[config.mk]
export PLATFORM = sky130hd
export DESIGN_NAME = alu_mul_seq
export DESIGN_NICKNAME = d
export VERILOG_FILES = /design/src/rtl/alu_mul_seq.sv
export SDC_FILE = /design/constraint.sdc
export NUM_CORES = 1
export LEC_CHECK = 0
export ABC_AREA = 1
export BUFFER_PORTS_ARGS = -buffer_cell sky130_fd_sc_hd__clkbuf_2
export CORE_MARGIN = 2
export CORE_UTILIZATION = 45
export DETAILED_ROUTE_END_ITERATION = 8
export PLACE_DENSITY = 0.71
export SLEW_MARGIN = 20
export SYNTH_ARGS = -nofsm -noshare
export SYNTH_HDL_FRONTEND = slang
export SYNTH_SLANG_ARGS = --single-unit
[constraint.sdc]
create_clock -name i_clk -period 3.6 [get_ports i_clk]
set_clock_uncertainty 0.05 [all_clocks]
set_input_delay 0.72 -clock i_clk [delete_from_list [all_inputs] [get_ports i_clk]]
set_output_delay 0.72 -clock i_clk [all_outputs]
set_load 0.05 [all_outputs]
[src/rtl/alu_mul_seq.sv]
// Shift-and-add 8x8 multiply sequencer (low 8 bits) driving the shared 8-bit ALU.
// Optional feature: define ALU_MUL_SEQ_EARLY_EXIT_EN to stop once the remaining multiplier bits are zero.
module alu_mul_seq #(
   parameter int unsigned ITERATIONS = 8
) (
   input  logic       i_clk,
   input  logic       i_reset,
   input  logic       i_start,
   input  logic [7:0] i_a,
   input  logic [7:0] i_b,
   output logic       o_busy,
   output logic       o_done,
   output logic [7:0] o_result,
   output logic [7:0] o_aluA,
   output logic [7:0] o_aluB,
   output logic [1:0] o_aluOp,
   output logic       o_aluSub,
   output logic       o_aluShiftLeft,
   output logic       o_aluOe,
   input  logic [7:0] i_aluY,
   input  logic       i_aluZero
);

   localparam int unsigned W  = 8;
   localparam int unsigned CW = 3;
   localparam logic [1:0] OP_ADD   = 2'b00;
   localparam logic [1:0] OP_SHIFT = 2'b11;

   typedef enum logic [2:0] {
      ST_IDLE,
      ST_ADD,
      ST_SHL,
      ST_SHR,
      ST_DONE
   } state_t;

   state_t          state;
   state_t          state_nxt;
   logic [W-1:0]    acc;
   logic [W-1:0]    mcand;
   logic [W-1:0]    mplier;
   logic [CW-1:0]   count;
   logic            early_start;
   logic            early_shr;
   logic            last_iter;

`ifdef ALU_MUL_SEQ_EARLY_EXIT_EN
   assign early_start = (i_b == '0);
   assign early_shr   = i_aluZero;
`else
   logic unused_alu_zero;
   assign unused_alu_zero = i_aluZero;
   assign early_start     = 1'b0;
   assign early_shr       = 1'b0;
`endif

   assign last_iter = (count == CW'(ITERATIONS - 1));

   // Next-state selection
   always_comb begin
      state_nxt = state;
      case (state)
         ST_IDLE: begin
            if (i_start) begin
               if (early_start)  state_nxt = ST_DONE;
               else if (i_b[0])  state_nxt = ST_ADD;
               else              state_nxt = ST_SHL;
            end
         end
         ST_ADD:  state_nxt = ST_SHL;
         ST_SHL:  state_nxt = ST_SHR;
         ST_SHR: begin
            if (last_iter || early_shr) state_nxt = ST_DONE;
            else if (i_aluY[0])         state_nxt = ST_ADD;
            else                        state_nxt = ST_SHL;
         end
         ST_DONE: state_nxt = ST_IDLE;
         default: state_nxt = ST_IDLE;
      endcase
   end

   // ALU drive is a pure function of state and the working registers
   always_comb begin
      o_aluA         = '0;
      o_aluB         = '0;
      o_aluOp        = OP_ADD;
      o_aluSub       = 1'b0;
      o_aluShiftLeft = 1'b0;
      o_aluOe        = 1'b0;
      case (state)
         ST_ADD: begin
            o_aluOp = OP_ADD;
            o_aluA  = acc;
            o_aluB  = mcand;
            o_aluOe = 1'b1;
         end
         ST_SHL: begin
            o_aluOp        = OP_SHIFT;
            o_aluShiftLeft = 1'b1;
            o_aluA         = mcand;
            o_aluB         = W'(1);
            o_aluOe        = 1'b1;
         end
         ST_SHR: begin
            o_aluOp = OP_SHIFT;
            o_aluA  = mplier;
            o_aluB  = W'(1);
            o_aluOe = 1'b1;
         end
         default: ;
      endcase
   end

   // Working registers, handshake and result; the product is published on entry to DONE
   // so it is already valid while o_done is high.
   always_ff @(posedge i_clk) begin
      if (i_reset) begin
         state    <= ST_IDLE;
         acc      <= '0;
         mcand    <= '0;
         mplier   <= '0;
         count    <= '0;
         o_result <= '0;
         o_busy   <= 1'b0;
         o_done   <= 1'b0;
      end else begin
         state  <= state_nxt;
         o_busy <= (state_nxt != ST_IDLE);
         o_done <= (state_nxt == ST_DONE);
         case (state)
            ST_IDLE: begin
               if (i_start) begin
                  acc    <= '0;
                  mcand  <= i_a;
                  mplier <= i_b;
                  count  <= '0;
                  if (early_start) o_result <= '0;
               end
            end
            ST_ADD: acc <= i_aluY;
            ST_SHL: mcand <= i_aluY;
            ST_SHR: begin
               mplier <= i_aluY;
               count  <= count + CW'(1);
               if (state_nxt == ST_DONE) o_result <= acc;
            end
            default: ;
         endcase
      end
   end

endmodule
Yosys cells after proc, flatten, opt, wreduce, memory -nomap -nowiden
Index checks and enable logic that the tools add are counted.
Word-level totals
  register bits after elaboration: 40
  latch bits: 0
  RAM bits: 0
  bits in read-only memories: 0
  input bits: 28
  output and inout bits: 31
  word-level logic and storage cells: 44
  memories: 0
Cells by class
  add/subtract/negate cells: 1
  multipliers: 0
  div/mod/pow operators: 0
  order comparisons: 0
  eq/ne operators: 6
  shifts and indexed selects: 0
  mux-type cells: 18
  bitwise gates (word level): 0
  reduce and logical (&&, ||, !) cells: 11
Operators with widths (count)
  8-bit one-hot mux with 2 select lines: 4
  8-bit two-way mux: 3
  8-bit one-hot mux with 3 select lines: 1
  3-bit one-hot mux with 4 select lines: 1
  3-bit two-way mux: 3
  2-bit AND reduction: 4
  3-bit by 2-bit equality test with 1-bit output (second input constant): 2
  3-bit equality test (second input constant): 2
  2-bit two-way mux: 3
  3-bit one-hot mux with 2 select lines: 1
  2-bit nonzero test: 3
  3-bit by 1-bit adder with 3-bit output (second input constant): 1
  3-bit by 1-bit equality test with 1-bit output (second input constant): 1
  3-bit zero test: 1
  3-bit nonzero test: 1
  3-bit OR reduction: 1
  1-bit two-way mux: 2
  2-bit != test (second input constant): 1
  2-bit OR reduction: 1

Longest topological paths before layout
Gate-level depths: netlist of run 1.
  depth in word-level cells: 5
  mapped depth: 9
  mapped depth without buffers: 9

Worst setup path after synthesis of run 1
No wires, ideal clock.
  path kind: register -> output
  from: register state[1]
  to: output port o_aluA[0]
  arrival time: 1954 ps
  required time: 2830 ps
  slack: 876 ps
  stages on the path, launching flop included: 6
  path buffers: 1
  cells stage by stage: dfxtp_1 > inv_2 > nor2_4 > nand2_4 > buf_6 > o211ai_1
On the way
  word-level cells in the longest chain between the ends: 2
  elaborated cells between the ends (all ways): 4
  those cells by class: eq/ne (3); mux (1)
RTL lines
  from (decl): line 37  | state_t state;
  from (signal assigned): line 127  | state <= state_nxt;
  3-bit by 2-bit equality test with 1-bit output or 3-bit by 1-bit equality test with 1-bit output (tied branches): line 90  | case (state)
  8-bit one-hot mux with 3 select lines *: line 90
  to (decl): line 14  | output logic [7:0] o_aluA,
Mark *: on every way between the ends. The rest lies on a longest branch, timed or not.

Final worst setup path of run 1
  from: register state[0]
  to: output port o_aluB[0]
On the way
  word-level cells in the longest chain between the ends: 3
  elaborated cells between the ends (all ways): 5
  those cells by class: eq/ne (3); mux (1); reduce/logical (1)
RTL lines
  3-bit by 2-bit equality test with 1-bit output: line 90
  2-bit OR reduction (no source line)
  8-bit one-hot mux with 2 select lines *: line 90
  to (decl): line 15  | output logic [7:0] o_aluB,
Marked as above.

==> results of run 1 <==
-- placed cells by master (no fill, tap or decap), drive strengths merged, types with 2 or more instances in the layout --
cell type / Yosys / routed
nor2: 45 / 45
o211ai: 8 / 8
ha: 2 / 2
nand2: 79 / 79
nand3: 12 / 12
dfxtp: 40 / 40
a21oi: 21 / 21
o21ai: 33 / 33
clkbuf: 2 / 62
inv: 29 / 29
-- state kept, by name (all words and copies together) (netlist names) --
signal and flops:
acc 8, mcand 8, mplier 8, o_result 8
count 3, state 3, o_busy 1, o_done 1
-- cell families (layout without fill, tap and decap cells) --
logic type      Yosys count  in the layout  synth area share
simple gates            138            138             0.307
compound gates           63             63             0.174
buf+inv                  42             93             0.107
flops                    40             40             0.399
fa+ha+maj                 2              2            0.0125
other cells               1              1           0.00187
-- final cells by class --
class,instances,area [µm²],area share
clock inverter,2,35.0,0.0149
sequential,40,801,0.340
multi-input combinational,204,993,0.421
inverter,29,111,0.0472
tap,52,65.1,0.0276
clock buffer,6,72.6,0.0308
timing repair buffer,56,280,0.119
-- worst max-delay path: cells and delay by family (launching register included) --
family / cells / cell delay (ps)
buffers and inverters: 3 / 680
and+or+nand+nor: 1 / 570
DFF: 1 / 470
AOI/OAI and AO/OA: 1 / 190
-- power breakdown --
part	internal [mW]	total [mW]	switching, mW
Sequential	0.494	0.526	0.0321
Clock	0.206	0.362	0.156
Combinational	0.108	0.439	0.332
-- path summary, 6_finish.rpt --
path | cells past startpoint | start | to | slack (ps)
worst min-delay path | 2 | o_result[2]$_SDFFE_PP0P_ | o_result[2]$_SDFFE_PP0P_ | 420
worst min register to register | 2 | o_result[2]$_SDFFE_PP0P_ | o_result[2]$_SDFFE_PP0P_ | 420
worst max-delay path | 5 | state[0]$_SDFF_PP0_ | o_aluB[0] | 620
worst max register to register | 6 | state[0]$_SDFF_PP0_ | o_result[3]$_SDFFE_PP0P_ | 1520
-- layer usage --
metal  up-vias  track usage  part of all wire
met5         -            0                 0
li1       1013            -                 -
met1       918        0.286              0.46
met4         0       0.0524             0.012
met3         9       0.0442             0.064
met2        59        0.354              0.47
-- synthesized netlist by cell type, types with 2 or more instances --
cell type	number	area, µm²
nand3_2	2	20.0
nor2_2	8	50.1
nand2_4	3	33.8
o21ai_0	17	85.1
buf_6	5	56.3
nor2_1	36	135
o21ai_1	15	75.1
dfxtp_1	40	801
buf_4	4	30.0
nand3_1	10	50.1
clkbuf_1	2	7.51
nand2_2	3	18.8
nand2_1	73	274
ha_1	2	25.0
a21oi_1	19	95.1
a21oi_2	2	17.5
inv_2	6	22.5
o211ai_1	8	60.1
inv_1	22	82.6
-- stage by stage --
step,util,cell area [µm²],cells
2_1_floorplan,-,2010,286
3_3_place_gp,0.521,2250,381
3_5_place_dp,0.521,2250,381
4_1_cts,0.545,2360,389
5_1_grt,0.545,2360,389
6_report,0.545,2360,389
==> metrics.csv, run 1 <==
stage;metric;value;unit
worst_setup_path;critPathKind;reg2out;
cts;clkTransAtPathRegs;80;ps
synth;syn_nets;316;
global_route;overflow;0;
final_layout;n_antenna_cell;0;
timing;max_slew_margin;0.520;
cts;cts_hold_buf;0;
final_layout;finalNetCount;366;
timing;worst_slack;619;ps
global_route;antenna_found_initial;0;
die;dieHeight;70.8;µm
placed_design;portBuffers;56;
timing;hold_ws;415;ps
worst_setup_path;slowest_delay;570;ps
cts;cts_root_buf;clkbuf_8;
synth;synthFlopType;dfxtp_1;
timing;rsz0062_at_grt;false;
die;core_area;4320;µm²
cts;post_cts_resized;0;
die;initial_core_util;0.464;
timing;fin_crit_sh;0.828;
global_route;grt_max_degree;27;
cts;htree_levels;2;
route;ant_nets;0;
synth;netlist_area;2010;µm²
worst_setup_path;worst_setup_path_end_kind;output port;
synth;synth_edf_count;0;
worst_setup_path;path_cells;inv_2, nor3_4, inv_4, o21ai_2, clkbuf_2;
power_and_ir_drop;power_density;563;nW/µm²
final_layout;drive_above_1_share;0.270;
global_route;grt_util_all_layers;0.214;
final_layout;syn_to_final_growth;17.4;%
placed_design;gp_congestion;0.793;
synth;yosysSeqAreaShare;0.399;
timing;worst_pin_slew;718;ps
route;drc;0;
flow_run;drv_cap;0;
power_and_ir_drop;peakVddDrop;231;µV
worst_setup_path;cp.required;2830;ps
synth;ys_ff_latch;40;
route;vias_per_cell;5.14;
worst_hold_path;hp-class;reg2reg;
cts;clk_latency;290;ps
worst_setup_path;startpoint_type;flip-flop;
power_and_ir_drop;power;1.33;mW
timing;slew_violations;0;
die;io_pins;59;
power_and_ir_drop;leakagePower;1.10;nW
cts;post_cts_buffers;0;
timing;timing_hold_violations_final;0;
die;dieArea;5010;µm²
route;wire_per_inst;13.2;µm
synth;synth_cells;286;
placed_design;dp_hpwl;3540;µm
route;drtIter0Drc;144;
cts;cts.sinks;40;
status;status;complete, no violations;
global_route;grt_pass1_wl;8600;µm
worst_setup_path;cp.arrival;2210;ps
placed_design;dpl_worst_slack;946;ps
cts;cts_buffers;5;
global_route;grt_pass1_vias;1862;
die;rows;24;
route;vias;1999;
die;fp.dieW;70.8;µm
timing;fmax;335;MHz
final_layout;fillers;457;
worst_setup_path;critPathMaxFanout;17;
worst_setup_path;crit_slowest_cell;nor3_4;
cts;cts_tree;done;
synth;ys_warn_count;0;
synth;ys_async_sr_fraction;0;
synth;syn_area_per_cell;7.02;µm²
route;wirelength;5130;µm
route;firstDrtPassIters;4;
synth;synth_cell_types;28;
timing;fin_crit;2980;ps
timing;tns;0;ps
timing;setup_violations;0;
cts;cts_max_path_buffers;2;
Power figures use the tool's default switching activity.
==> run 2: changes to the inputs <==
PLACE_DENSITY = 0.74   (was 0.71)
clock period = 2.4 ns   (was 3.6 ns; I/O delays follow)
==> metrics.csv, run 2 (synthesis gave the netlist of run 1 again) <==
stage;metric;value;unit;change
status;status;complete, no violations;;unchanged
timing;slew_violations;0;;unchanged
die;io_pins;59;;unchanged
worst_setup_path;cp.arrival;1760;ps;was 2210 ps
worst_setup_path;crit_slowest_cell;dfxtp_4;;was nor3_4
cts;cts.sinks;40;;unchanged
power_and_ir_drop;power_density;834;nW/µm²;was 563 nW/µm²
timing;fmax;436;MHz;
cts;post_cts_buffers;0;;unchanged
final_layout;register_area;806;µm²;was 801 µm²
global_route;grt_util_all_layers;0.206;;was 0.214
cts;htree_levels;2;;unchanged
cts;clkTransAtPathRegs;80;ps;about the same
die;rows;24;;unchanged
final_layout;layout_common_cells;73 x nand2_1, 53 x clkbuf_2, 38 x dfxtp_1;;was 73 x nand2_1, 56 x clkbuf_2, 40 x dfxtp_1
worst_setup_path;critPathMaxFanout;26;;was 17
final_layout;final_util;0.560;;was 0.545
placed_design;gp_congestion;0.846;;was 0.793
route;vias;1942;;was 1999
route;firstDrtPassIters;4;;unchanged
cts;cts_hold_buf;0;;unchanged
global_route;grt_max_degree;27;;unchanged
final_layout;final_common_cell;nand2_1;;unchanged
worst_setup_path;cp.required;1870;ps;was 2830 ps
final_layout;finalNetCount;371;;was 366
placed_design;dp_hpwl;3530;µm;was 3540 µm
timing;rsz0062_at_grt;false;;unchanged
power_and_ir_drop;leakagePower;1.12;nW;was 1.10 nW
die;dieHeight;70.8;µm;unchanged
cts;cts_buffers;5;;unchanged
timing;setup_violations;0;;unchanged
final_layout;multi_input_area;1000;µm²;was 993 µm²
worst_setup_path;worst_setup_path_end_kind;output port;;unchanged
worst_setup_path;startpoint_type;flip-flop;;unchanged
cts;post_cts_resized;0;;unchanged
timing;worst_slack;108;ps;was 619 ps
die;dieArea;5010;µm²;unchanged
worst_setup_path;slowest_delay;390;ps;was 570 ps
route;wire_per_inst;12.6;µm;was 13.2 µm
route;drc;0;;unchanged
route;ant_nets;0;;unchanged
timing;tns;0;ps;unchanged
die;initial_core_util;0.464;;unchanged
flow_run;drv_cap;0;;unchanged
timing;fin_crit_sh;0.955;;
cts;cts_root_buf;clkbuf_8;;unchanged
die;core_area;4320;µm²;unchanged
worst_setup_path;path_cells;inv_4, nor2_4, nand2_8, o211ai_1, clkbuf_4;;was inv_2, nor3_4, inv_4, o21ai_2, clkbuf_2
route;drtIter0Drc;102;;was 144
power_and_ir_drop;power;2.02;mW;was 1.33 mW
worst_hold_path;hp-class;in2reg;;was reg2reg
timing;hold_ws;384;ps;was 415 ps
timing;timing_hold_violations_final;0;;unchanged
final_layout;syn_to_final_growth;20.6;%;was 17.4%
global_route;antenna_found_initial;0;;unchanged
cts;cts_max_path_buffers;2;;unchanged
worst_setup_path;critPathKind;reg2out;;unchanged
placed_design;portBuffers;56;;unchanged
die;fp.dieW;70.8;µm;unchanged
final_layout;n_antenna_cell;0;;unchanged
global_route;grt_pass1_wl;8260;µm;was 8600 µm
timing;fin_crit;2290;ps;
route;wirelength;4950;µm;was 5130 µm
global_route;overflow;0;;unchanged
final_layout;fillers;434;;was 457
route;vias_per_cell;4.93;;was 5.14
global_route;grt_pass1_vias;1864;;was 1862
cts;cts_tree;done;;unchanged
power_and_ir_drop;peakVddDrop;470;µV;was 231 µV
cts;clk_latency;290;ps;about the same
final_layout;drive_above_1_share;0.289;;was 0.270
placed_design;dpl_worst_slack;391;ps;was 946 ps
run 2: cell count changes in the layout (fill, tap and decap cells not counted):
cell      change
dfxtp_4       +1
buf_4         +5
clkbuf_1      -1
nand2_8       +1
dfxtp_1       -2
inv_4         +2
clkbuf_2      -3
nand2_4       -1
dfxtp_2       +1
inv_2         -1
clkbuf_4      +3
run 2: worst paths after layout:
| path | startpoint | to | slack [ps] | cells after the start |
|---|---|---|---|---|
| setup / recovery | state[1]$_SDFF_PP0_ | o_aluA[0] | 110 | 5 |
| hold / removal | i_aluY[4] | acc[4]$_SDFFE_PP0P_ | 380 | 3 |
| setup reg to reg | state[2]$_SDFF_PP0_ | o_busy$_SDFF_PP0_ | 620 | 8 |
| hold reg to reg | o_result[3]$_SDFFE_PP0P_ | o_result[3]$_SDFFE_PP0P_ | 420 | 2 |
run 2: critical path: cells and delay by family (launching register included):
kind | cells | cell delay (ps)
buf+inv | 2 | 350
simple gates | 2 | 430
flops | 1 | 390
compound gates | 1 | 300
run 2: cell type report:
| type | instances | area share |
|---|---|---|
| clock buffer | 5 | 0.0284 |
| clock inverter | 3 | 0.0170 |
| inverter | 29 | 0.0470 |
| multi-input combinational | 204 | 0.414 |
| sequential | 40 | 0.333 |
| tap | 52 | 0.0269 |
| timing repair buffer | 61 | 0.134 |
run 2: stage by stage:
| step | area, µm² | cells |
|---|---|---|
| finish | 2420 | 394 |
| global route | 2420 | 394 |
| CTS | 2400 | 394 |
| detailed placement | 2290 | 386 |
| global placement | 2290 | 386 |
| floorplan | 2010 | 286 |
run 2: power breakdown:
| part | internal, mW | switching [mW] | total (mW) |
|---|---|---|---|
| Clock | 0.308 | 0.238 | 0.547 |
| Sequential | 0.743 | 0.0482 | 0.791 |
| Combinational | 0.183 | 0.499 | 0.682 |
run 2: metal layers:
layer,part of all wire,global-route usage
met2,0.46,0.335
met3,0.054,0.0499
met5,0,0
met4,0.013,0.0650
met1,0.47,0.271
==> run 3: changes to the inputs <==
--- a/config.mk
+++ b/config.mk
@@ -12,4 +12,5 @@
 export DETAILED_ROUTE_END_ITERATION = 8
 export PLACE_DENSITY = 0.74
+export REMOVE_ABC_BUFFERS = 1
 export SLEW_MARGIN = 20
 export SYNTH_ARGS = -nofsm -noshare
--- a/constraint.sdc
+++ b/constraint.sdc
@@ -3,3 +3,3 @@
 set_input_delay 0.48 -clock i_clk [delete_from_list [all_inputs] [get_ports i_clk]]
 set_output_delay 0.48 -clock i_clk [all_outputs]
-set_load 0.05 [all_outputs]
+set_load 0.1 [all_outputs]
==> metrics.csv, run 3 (synthesis gave the netlist of run 1 again) <==
stage;metric;value;unit;change
status;status;complete, no violations;;unchanged
route;vias;2009;;was 1942
cts;cts_max_path_buffers;2;;unchanged
worst_setup_path;cp.depth;6;;was 5
final_layout;final_util;0.612;;was 0.560
die;dieArea;5010;µm²;unchanged
timing;tns;0;ps;unchanged
worst_setup_path;cp.required;1870;ps;about the same
global_route;grt_max_degree;27;;unchanged
route;firstDrtPassIters;4;;unchanged
timing;timing_hold_violations_final;0;;unchanged
final_layout;syn_to_final_growth;31.8;%;was 20.6%
timing;rsz0062_at_grt;false;;unchanged
route;vias_per_cell;5.09;;was 4.93
timing;max_slew_margin;0.641;;
route;ant_nets;0;;unchanged
cts;cts_tree;done;;unchanged
worst_hold_path;hp-class;in2reg;;unchanged
final_layout;final_common_cell;nand2_1;;unchanged
worst_setup_path;worst_setup_path_end_kind;output port;;unchanged
final_layout;stdcell_area;2650;µm²;was 2420 µm²
worst_setup_path;rrSetupSlack;690;ps;was 620 ps
route;wirelength;5100;µm;was 4950 µm
cts;cts_root_buf;clkbuf_8;;unchanged
placed_design;dp_hpwl;3480;µm;was 3530 µm
worst_setup_path;path_delay_family;buffers and inverters;;was simple AND/OR/NAND/NOR gates
final_layout;fillers;408;;was 434
route;drtIter0Drc;163;;was 102
placed_design;gp_congestion;0.860;;was 0.846
cts;clkTransAtPathRegs;80;ps;about the same
global_route;antenna_found_initial;0;;unchanged
power_and_ir_drop;peakVddDrop;526;µV;was 470 µV
timing;hold_ws;383;ps;was 384 ps
worst_setup_path;cp.arrival;1770;ps;was 1760 ps
timing;fmax;434;MHz;was 436 MHz
worst_setup_path;reg2reg_to;mplier[7]$_SDFFE_PP0P_;;was o_busy$_SDFF_PP0_
route;wire_per_inst;12.9;µm;was 12.6 µm
worst_setup_path;worst-path-buf-inv;3;;was 2
timing;worst_pin_slew;541;ps;
worst_hold_path;min_from;i_aluY[2];;was i_aluY[4]
final_layout;finalNetCount;372;;was 371
cts;clk_latency;300;ps;was 290 ps
global_route;overflow;0;;unchanged
cts;htree_levels;2;;unchanged
global_route;grt_util_all_layers;0.208;;was 0.206
placed_design;dpl_cell_area;2530;µm²;was 2290 µm²
die;dieHeight;70.8;µm;unchanged
power_and_ir_drop;power_density;849;nW/µm²;was 834 nW/µm²
worst_setup_path;slowest_delay;460;ps;was 390 ps
worst_setup_path;critPathMaxFanout;16;;was 26
timing;fin_crit;2300;ps;was 2290 ps
final_layout;n_antenna_cell;0;;unchanged
die;fp.dieW;70.8;µm;unchanged
worst_setup_path;startpoint_type;flip-flop;;unchanged
die;io_pins;59;;unchanged
worst_setup_path;r2r_start;state[1]$_SDFF_PP0_;;was state[2]$_SDFF_PP0_
timing;slew_violations;0;;unchanged
die;rows;24;;unchanged
placed_design;portBuffers;56;;unchanged
worst_setup_path;critPathKind;reg2out;;unchanged
cts;cts_buffers;5;;unchanged
worst_setup_path;critical_path.startpoint;state[0]$_SDFF_PP0_;;was state[1]$_SDFF_PP0_
route;drc;0;;unchanged
worst_setup_path;path_cells;inv_2, nor3_4, buf_6, nand2_1, o211ai_1, buf_12;;was inv_4, nor2_4, nand2_8, o211ai_1, clkbuf_4
timing;setup_violations;0;;unchanged
cts;cts.sinks;40;;unchanged
global_route;grt_pass1_wl;8290;µm;was 8260 µm
worst_setup_path;reg2reg_depth;8;;unchanged
timing;fin_crit_sh;0.960;;was 0.955
power_and_ir_drop;leakagePower;1.17;nW;was 1.12 nW
final_layout;drive_above_1_share;0.286;;was 0.289
die;initial_core_util;0.464;;unchanged
flow_run;drv_cap;0;;unchanged
worst_setup_path;endpoint;o_aluA[4];;was o_aluA[0]
worst_hold_path;whs_path_depth;3;;unchanged
die;core_area;4320;µm²;unchanged
global_route;grt_pass1_vias;1889;;was 1864
worst_setup_path;crit_slowest_cell;dfxtp_1;;was dfxtp_4
final_layout;layout_common_cells;73 x nand2_1, 40 x dfxtp_1, 40 x clkbuf_2;;was 73 x nand2_1, 53 x clkbuf_2, 38 x dfxtp_1
## run 3: cell count changes in the layout (fill, tap and decap cells not counted), moves of 2 or more
cell	delta
inv_4	-2
clkbuf_4	-3
clkinvlp_4	+2
buf_12	+16
dfxtp_1	+2
clkbuf_2	-13
## run 3: power by group
group,internal [mW],switching [mW]
Clock,0.233,0.245
Combinational,0.270,0.712
Sequential,0.741,0.0457
Total,1.24,1.00
## run 3: worst reg2reg max path, cell delays in order, from the launching register on
cell and delay [ps]:
dfxtp_1 440, inv_2 90, nor2_4 170, buf_4 170, nand2_4 130, nand2_2 230
inv_2 140, nor2_1 130, nor2_1 40
## run 3: how the worst min path moves through the flow
stage	end	slack, ps
finish	acc[2]$_SDFFE_PP0P_	380
global route	acc[6]$_SDFFE_PP0P_	390
CTS	acc[2]$_SDFFE_PP0P_	380
detailed placement	count[0]$_SDFFE_PP0P_	400
global placement	count[0]$_SDFFE_PP0P_	390
floorplan	count[0]$_SDFFE_PP0P_	380
## run 3: cell type report
cell class                 instances  area (µm²)  share of cell area
sequential                        40         801               0.303
inverter                          29         111              0.0421
clock buffer                       6        82.6              0.0312
multi-input combinational        204        1000               0.379
clock inverter                     2        15.0             0.00567
timing repair buffer              62         569               0.215
tap                               52        65.1              0.0246
## run 3: per-stage QoR
step | cells | setup slack [ps] | power (mW)
2_1_floorplan | 273 | -1520 | 1.48
3_3_place_gp | 386 | 381 | 1.75
3_5_place_dp | 386 | 363 | 1.77
4_1_cts | 394 | 24.6 | 2.23
5_1_grt | 395 | 21.3 | 2.34
6_report | 395 | 95.7 | 2.25
## run 3: metal layers
metal,routed length (µm),up-vias,part of all wire,global-route usage
met2,2540,81,0.50,0.368
li1,-,1030,-,-
met3,357,17,0.070,0.0456
met5,0,-,0,0
met4,143,0,0.028,0.0901
met1,2060,881,0.40,0.241
## run 3: repair_timing
| action | 4_1_cts | 5_1_grt |
|---|---|---|
| hold buffers | 0 | 0 |
| endpoints found under the setup margin | 0 | 9 |
| resized for setup | 0 | 2 |
| setup buffers | 0 | 1 |
